**config.mk**
```make
export PLATFORM = sky130hd
export DESIGN_NAME = dmem_port_arbiter
export DESIGN_NICKNAME = d
export VERILOG_FILES = /design/src/rtl/dmem_port_arbiter.sv
export SDC_FILE = /design/constraint.sdc
export NUM_CORES = 1
export LEC_CHECK = 0
export BUFFER_PORTS_ARGS = -buffer_cell sky130_fd_sc_hd__buf_2
export CORE_AREA = 2 2 106 108
export DETAILED_ROUTE_END_ITERATION = 10
export DIE_AREA = 0 0 108 110
export HOLD_SLACK_MARGIN = 0.02
export SLEW_MARGIN = 0
export SYNTH_ARGS = -nofsm -noshare
export SYNTH_HDL_FRONTEND = slang
export SYNTH_SLANG_ARGS = --single-unit
```
**constraint.sdc**
```tcl
create_clock -name clk -period 2.3 [get_ports clk]
set_input_delay 0.46 -clock clk [delete_from_list [all_inputs] [get_ports clk]]
set_output_delay 0.46 -clock clk [all_outputs]
set_load 0.02 [all_outputs]
```
**src/rtl/dmem_port_arbiter.sv**
```systemverilog
// Two-requester arbiter for the single data-memory port: port 0 (LSU) has fixed
// priority, port 1 (debug/DMA loader) is protected by a starvation counter and a bus lock.
module dmem_port_arbiter #(
   parameter int unsigned STARVE_LIMIT = 8,
   parameter int unsigned CNT_W        = 4
) (
   input  logic        clk,
   input  logic        rstN,
   input  logic        req0,
   input  logic        we0,
   input  logic [31:0] addr0,
   input  logic [31:0] wData0,
   input  logic [2:0]  size0,
   input  logic        req1,
   input  logic        we1,
   input  logic [31:0] addr1,
   input  logic [31:0] wData1,
   input  logic [2:0]  size1,
   input  logic        lock1,
   output logic        gnt0,
   output logic        gnt1,
   output logic        rValid0,
   output logic        rValid1,
   output logic [31:0] rData,
   output logic [31:0] memAddr,
   output logic [31:0] memWData,
   output logic [2:0]  memSize,
   output logic        memWEn,
   output logic        memREn,
   input  logic [31:0] memRData
);

   localparam int unsigned AW = 32;
   localparam int unsigned DW = 32;
   localparam int unsigned SW = 3;

   typedef enum logic {
      ARB    = 1'b0,
      LOCKED = 1'b1
   } state_t;

   state_t           r_state;
   logic [CNT_W-1:0] r_starve_cnt;
   logic             r_rvalid0;
   logic             r_rvalid1;

   logic             w_starved;
   logic             w_gnt0;
   logic             w_gnt1;

   // Grant decode; everything is forced low while reset is asserted.
   always_comb begin
      w_starved = (r_starve_cnt == CNT_W'(STARVE_LIMIT));
      w_gnt0    = 1'b0;
      w_gnt1    = 1'b0;
      if (rstN) begin
         if (r_state == LOCKED) begin
            w_gnt1 = req1;
         end else begin
            w_gnt1 = req1 & (~req0 | w_starved);
            w_gnt0 = req0 & ~w_gnt1;
         end
      end
   end

   // Memory-side mux: the granted port's payload, or all zeros when idle.
   always_comb begin
      memAddr  = AW'(0);
      memWData = DW'(0);
      memSize  = SW'(0);
      memWEn   = 1'b0;
      memREn   = 1'b0;
      if (w_gnt0) begin
         memAddr  = addr0;
         memWData = wData0;
         memSize  = size0;
         memWEn   = we0;
         memREn   = ~we0;
      end else if (w_gnt1) begin
         memAddr  = addr1;
         memWData = wData1;
         memSize  = size1;
         memWEn   = we1;
         memREn   = ~we1;
      end
   end

   // Lock FSM, starvation counter and read-valid pipeline.
   always_ff @(posedge clk or negedge rstN) begin
      if (!rstN) begin
         r_state      <= ARB;
         r_starve_cnt <= CNT_W'(0);
         r_rvalid0    <= 1'b0;
         r_rvalid1    <= 1'b0;
      end else begin
         case (r_state)
            ARB:     if (w_gnt1 && lock1) r_state <= LOCKED;
            LOCKED:  if (!req1 || (w_gnt1 && !lock1)) r_state <= ARB;
            default: r_state <= ARB;
         endcase

         if (w_gnt1 || !req1) begin
            r_starve_cnt <= CNT_W'(0);
         end else if (!w_starved) begin
            r_starve_cnt <= r_starve_cnt + CNT_W'(1);
         end

         r_rvalid0 <= w_gnt0 & ~we0;
         r_rvalid1 <= w_gnt1 & ~we1;
      end
   end

   assign gnt0    = w_gnt0;
   assign gnt1    = w_gnt1;
   assign rValid0 = r_rvalid0;
   assign rValid1 = r_rvalid1;
   assign rData   = memRData;

endmodule
```
==> results of run 1 <==
==> how the worst max path moves through the flow <==
stage,start,end,slack [ns],cells after the start
6_report,r_starve_cnt[0],memREn,0.02,7
5_1_grt,r_starve_cnt[0],memREn,-0.06,7
4_1_cts,r_starve_cnt[1],memWData[8],-0.04,9
3_5_place_dp,req0,memAddr[28],0.09,6
3_3_place_gp,req0,memAddr[28],0.1,6
2_1_floorplan,r_starve_cnt[0],memREn,0.27,5
==> what timing repair did <==
item                       4_1_cts  5_1_grt
gates cloned                     2        1
gates resized for setup         24       62
pin swaps                        2        5
buffers inserted                 6        3
setup endpoints to repair       63       69
==> Yosys cell counts, types with 2 or more instances <==
| cell | count | share of area [%] |
|---|---|---|
| nand2_1 | 137 | 29 |
| clkbuf_1 | 11 | 2.4 |
| nand3_1 | 2 | 0.57 |
| buf_6 | 7 | 4.5 |
| and3_1 | 3 | 1.1 |
| inv_1 | 5 | 1.1 |
| ha_1 | 2 | 1.4 |
| nor2b_1 | 2 | 0.71 |
| buf_2 | 3 | 0.86 |
| buf_1 | 6 | 1.3 |
| buf_4 | 35 | 15 |
| xor2_1 | 2 | 1.0 |
| o22ai_1 | 68 | 24 |
| dfrtp_1 | 7 | 10 |
| nor2_1 | 3 | 0.64 |
| nand2b_1 | 2 | 0.71 |
==> power groups by stage <==
stage / registers [uW] / clock network, uW / logic (uW)
after floorplan: 136 / 0 / 398
after global placement: 135 / 0 / 560
after detailed placement: 135 / 0 / 558
after CTS: 131 / 179 / 614
after global routing: 132 / 188 / 745
final: 132 / 179 / 689
==> cell type report <==
| type | instances | area [um2] | share of cell area (%) |
|---|---|---|---|
| clock buffers | 4 | 45.0 | 1.37 |
| inverters | 5 | 18.8 | 0.572 |
| multi-input cells | 231 | 1370 | 41.7 |
| flip-flops and latches | 7 | 175 | 5.34 |
| well taps | 140 | 175 | 5.34 |
| repair buffers | 233 | 1500 | 45.7 |
==> metrics by stage <==
step | hold slack (ns) | worst slack (ns)
2_1_floorplan | 0.164 | 0.273
3_3_place_gp | 0.599 | 0.0989
3_5_place_dp | 0.602 | 0.0913
4_1_cts | 0.427 | -0.0419
5_1_grt | 0.441 | -0.0628
6_report | 0.412 | 0.0169
==> state kept, by name, indices dropped and copies added (netlist names) <==
name	cells
rValid0	1
rValid1	1
r_starve_cnt	4
r_state	1
==> logic make-up (layout without fill, tap and decap cells) <==
logic type | count (synthesis) | count (layout) | share of synthesized area, %
xor+xnor | 2 | 2 | 1.00
flops | 7 | 7 | 10.0
fa+ha+maj | 2 | 2 | 1.43
mux | 1 | 1 | 0.643
simple gates | 152 | 152 | 34.4
buf+inv | 67 | 242 | 25.1
compound gates | 74 | 74 | 27.5
==> routing by layer <==
| layer | routed length, um | GRT usage (%) |
|---|---|---|
| met4 | 91 | 1.83 |
| met2 | 4200 | 20.7 |
| met3 | 709 | 2.06 |
| met5 | 0 | 0 |
| met1 | 3120 | 13.0 |
==> worst max-delay path: cells and delay by family (launching register included) <==
kind	cells	cell delay, ns
flip-flops	1	0.38
AO/OA/AOI/OAI	2	0.29
adder cells (fa/ha/maj)	1	0.17
AND/OR/NAND/NOR	1	0.21
buffers and inverters	3	0.54
==> results.md, run 1 <==
- Status: completed
- Ys Warns: 0
- Vias per inst: 4.39
- Most common cell after layout, fill and taps aside: buf_2
- Primary FF master, synth: dfrtp_1
- Fin area: 0.00328 mm2
- Pint: 569 uW
- Largest net degree at the start of global routing: 47
- Drt drc: 0
- Max IR drop VDD: roughly 130 uV
- Setup TNS Final: 0 ns
- Avg WL per Cell: around 13 um
- Worst path cell trace: inv_1 > ha_2 > and3b_2 > o21ai_4 > bufbuf_16 > o32ai_2 > buf_4
- Slew headroom: 79.1%
- Antenna cells: 0
- Worst setup EP type: output port
- Slew Viols, Final: 0
- Critical path data required time: ~1.8 ns
- TritonRoute pass-1 iters: 4
- Setup CP Type: reg -> out
- Placed Area: 0.00272 mm2
- Clk_skew: 0.00774 ns
- Commonest non-fill, non-tap cells in the layout: buf_2, nand2_1, o22ai_1, buf_4, buf_6
- R2r setup slk: ~0.81 ns
- Num rows: 38
- Crit Path Max Fanout: 19
- Fmax achieved: 438 MHz
- Max Root-Sink Buffers: 2
- Filler cells: 1209
- Hold crit path type: in -> async
- Mapped Area: 0.00175 mm2
- CTS Buf Count: 3
- H-tree Lvls: 1
- Placed cells: approximately 600
- Starting Density: 16.4%
- Die Span Y: approximately 110 um
- Syn_nets: 480
- Total GRT Usage: 10.9%
- Port-buffer cells: 213
- Slew @ Worst Pin: 0.312 ns
- Final core occ: 30.7%
- Switch share: between 40% and 50%
- # setup viols final: 0
- Die ar.: 0.0119 mm2
- Final worst-path cycle share: 99.3%
- First-pass GRT wire length: 10400 um
- Sequential area share after synthesis: 10.0%
- Synth Instances: 305
- Placer Congestion: 0.752
- Arrival @ worst endpoint: 1.82 ns
- Routed Antenna Nets: 0
- Fin crit period: 2.28 ns
- Chip width: 108 um
- Startpoint types: register
- Combinational Power Share: between 60 and 70%
- CTS tree: done
- Clk sinks: 7
- FF-to-FF End: rValid1
- Routed wire length: between 8000 and 9000 um
- FFs w/ async S/R, synth: 100%
- Clk slew on worst S/H paths: 0.05 ns
- Layout cells sized above 1: 55.4%
- Worst path slowest cell: dfrtp_1
- Total power: 1000 uW
- Detailed Place HPWL: ~5700 um
- Number of global-route vias before repair: 2169
- Synth unique cells: 26
- Clock Tree Root: clkbuf_8
- Post-synth EDFFs: 0
- IO Pins: 278
- Unrepaired setup endpoints after global routing: true
- Clk network pwr share: 17.9%
- Final-report hold violation count: 0
- Worst-Skew Late Latency: 0.23 ns
- CP peak stage delay: approximately 0.38 ns
- Pwr/cell area: about 300 mW/mm2
- Worst Reg-to-Reg Cells: 6
- Reg2Reg Launch Point: r_starve_cnt[0]
- Synth-to-Final Area Change: 87.2%
- Non-Filler Instances: 620
- Mean area per synthesized cell: around 5.7 um2
- Layout Nets: roughly 660
- Psw: 431 uW
- Hold Buf Count CTS: 0
- Grt ovf: 0
- Initial antenna violation count: 0
- Leakage power: 0.00175 uW
- Initial DRC Count: 108
- Area of the core: 0.0107 mm2
- Max-cap violations: 0
- Seq pwr share: 13.2%
- Yosys reg bits: 7
- Via count: ~2700
Note: power is estimated with default switching activity, not from simulation.
==> run 2: changes to the inputs <==
Settings changed: CORE_AREA 2 2 106 108 to 2 2 108 110, DIE_AREA 0 0 108 110 to 0 0 110 112.
==> run 2 against run 1 <==
Against the previous run: the flow now finishes with violations (negative setup slack); critical path type unchanged; worst setup slack got worse by 0.052 ns; total power increased by 20%; cell count increased by 0.16%; sequential power about the same; non-clock buffer count decreased by 2; largest cell class unchanged; critical path depth increased by 1; worst hold slack got worse by 0.21 ns; fmax decreased by 2.2%; global-route usage decreased by 1.2 points; clock skew decreased by 0.0052 ns; largest power group unchanged.
==> results.md, run 2 (same netlist as run 1, synthesis figures left out) <==
- Reg2Reg Launch Point: r_starve_cnt[0]
- Starting Density: 15.7%
- Fmax achieved: 428 MHz
- Num rows: 39
- Slew Viols, Final: 0
- Area of the core: 0.0112 mm2
- IO Pins: 278
- Via count: 2721
- Layout cells sized above 1: 56.9%
- Clk_skew: 0.00255 ns
- Pint: 720 uW
- Leakage power: about 0.0018 uW
- Hold Buf Count CTS: 0
- FF-to-FF End: rValid1
- Hold crit path type: in -> async
- Worst setup EP type: output port
- Startpoint types: register
- Switch share: 40.2%
- Antenna cells: 0
- Max reg flops: 4
- Clk network pwr share: 25.0%
- Final core occ: 32.2%
- H-tree Lvls: 1
- Clk sinks: 7
- Failing checks: negative setup slack
- Max Root-Sink Buffers: 2
- Non-Filler Instances: between 600 and 700
- Final-report hold violation count: 0
- Most common cell after layout, fill and taps aside: buf_2
- Die Span Y: 112 um
- Grt ovf: 0
- Slew headroom: 76.8%
- Hold slack: 0.203 ns
- Largest net degree at the start of global routing: 90
- Chip width: around 110 um
- Vias per inst: 4.38
- Placer Congestion: roughly 0.74
- Worst Reg-to-Reg Cells: 7
- Setup TNS Final: -0.0353 ns
- TritonRoute pass-1 iters: 4
- Unrepaired setup endpoints after global routing: true
- Number of global-route vias before repair: 2036
- Routed wire length: ~8400 um
- CTS Buf Count: 3
- Psw: ~480 uW
- Pwr/cell area: 334 mW/mm2
- First-pass GRT wire length: ~9700 um
- Setup CP Type: reg -> out
- Drt drc: 0
- Initial antenna violation count: 0
- Final WS setup: -0.0353 ns
- Fin crit period: 2.34 ns
- Worst-Skew Late Latency: approximately 0.23 ns
- Initial DRC Count: between 60 and 70
- Combinational Power Share: 64.1%
- Arrival @ worst endpoint: between 1.5 and 2 ns
- Largest reg by FF count: r_starve_cnt
- # setup viols final: 1
- Port-buffer cells: between 200 and 250
- Avg WL per Cell: 13.6 um
- Status: finished, violations left
- Slew @ Worst Pin: 0.347 ns
- Total GRT Usage: just under 10%
- Critical path data required time: 1.84 ns
- Die ar.: 0.0123 mm2
- Clock Tree Root: clkbuf_16
- Routed Antenna Nets: 0
- Detailed Place HPWL: 5340 um
- Max-cap violations: 0
- Clk slew on worst S/H paths: about 0.040 ns
- Placed cells: 605
- Place WS: 0.155 ns
- R2r setup slk: 0.78 ns
- Synth-to-Final Area Change: 105%
- Final worst-path cycle share: 102%
- CTS tree: done
- Seq pwr share: 11.0%
- Crit Path Max Fanout: 8
- Commonest non-fill, non-tap cells in the layout: buf_2, nand2_1, o22ai_1, buf_6, o22ai_4
- Layout Nets: 654
- Max IR drop VDD: about 280 uV
-- run 2: cell types whose count changed in the layout (fill, tap and decap cells not counted), sizes merged --
cell and delta:
buf -4, clkbuf +2
-- run 2: metrics by stage --
step	area, um2	total power (uW)
global route	3600	1280
global placement	2700	687
floorplan	1750	534
finish	3600	1200
detailed placement	2700	685
CTS	2890	1020
-- run 2: critical path, stage by stage, from the launching register on --
cell and delay, ns:
dfrtp_1 0.38, inv_1 0.06, ha_2 0.17, and3b_2 0.22, o21ai_4 0.08, buf_12 0.17, clkbuf_16 0.18, o32ai_4 0.23
buf_6 0.15
-- run 2: repair_timing --
action	CTS	global route
endpoints found under the setup margin	50	70
setup buffers	4	2
resized for setup	3	123
pin swaps	2	26
gates cloned	2	4
-- run 2: per-layer routing --
metal	global-route usage (%)	up-vias	part of all wire [%]
met1	10.8	1196	37
met2	18.6	152	52
met5	0	-	0
met4	2.62	0	1.4
li1	-	1358	-
met3	1.81	15	9.4
-- run 2: worst max path at each step --
stage,slack [ns],from,depth (start not counted),end
after floorplan,0.27,r_starve_cnt[0],5,memREn
after global placement,0.17,r_starve_cnt[0],7,memWData[6]
after detailed placement,0.15,r_starve_cnt[0],7,memWData[6]
after CTS,-0.07,r_starve_cnt[0],8,memSize[2]
after global routing,-0.1,r_starve_cnt[0],8,memREn
final,-0.04,r_starve_cnt[0],8,memREn
-- run 2: final cells by class --
class / instances / area [um2]
clock buffers: 4 / 78.8
fillers: 1227 / 7580
inverters: 5 / 18.8
multi-input cells: 231 / 1550
flip-flops and latches: 7 / 175
well taps: 143 / 179
repair buffers: 231 / 1600
-- run 2: power groups by stage --
stage          clock network [uW]  registers (uW)  logic (uW)
6_report                      300             132         771
5_1_grt                       316             132         831
4_1_cts                       303             132         586
3_5_place_dp                    0             135         550
3_3_place_gp                    0             135         552
2_1_floorplan                   0             136         398
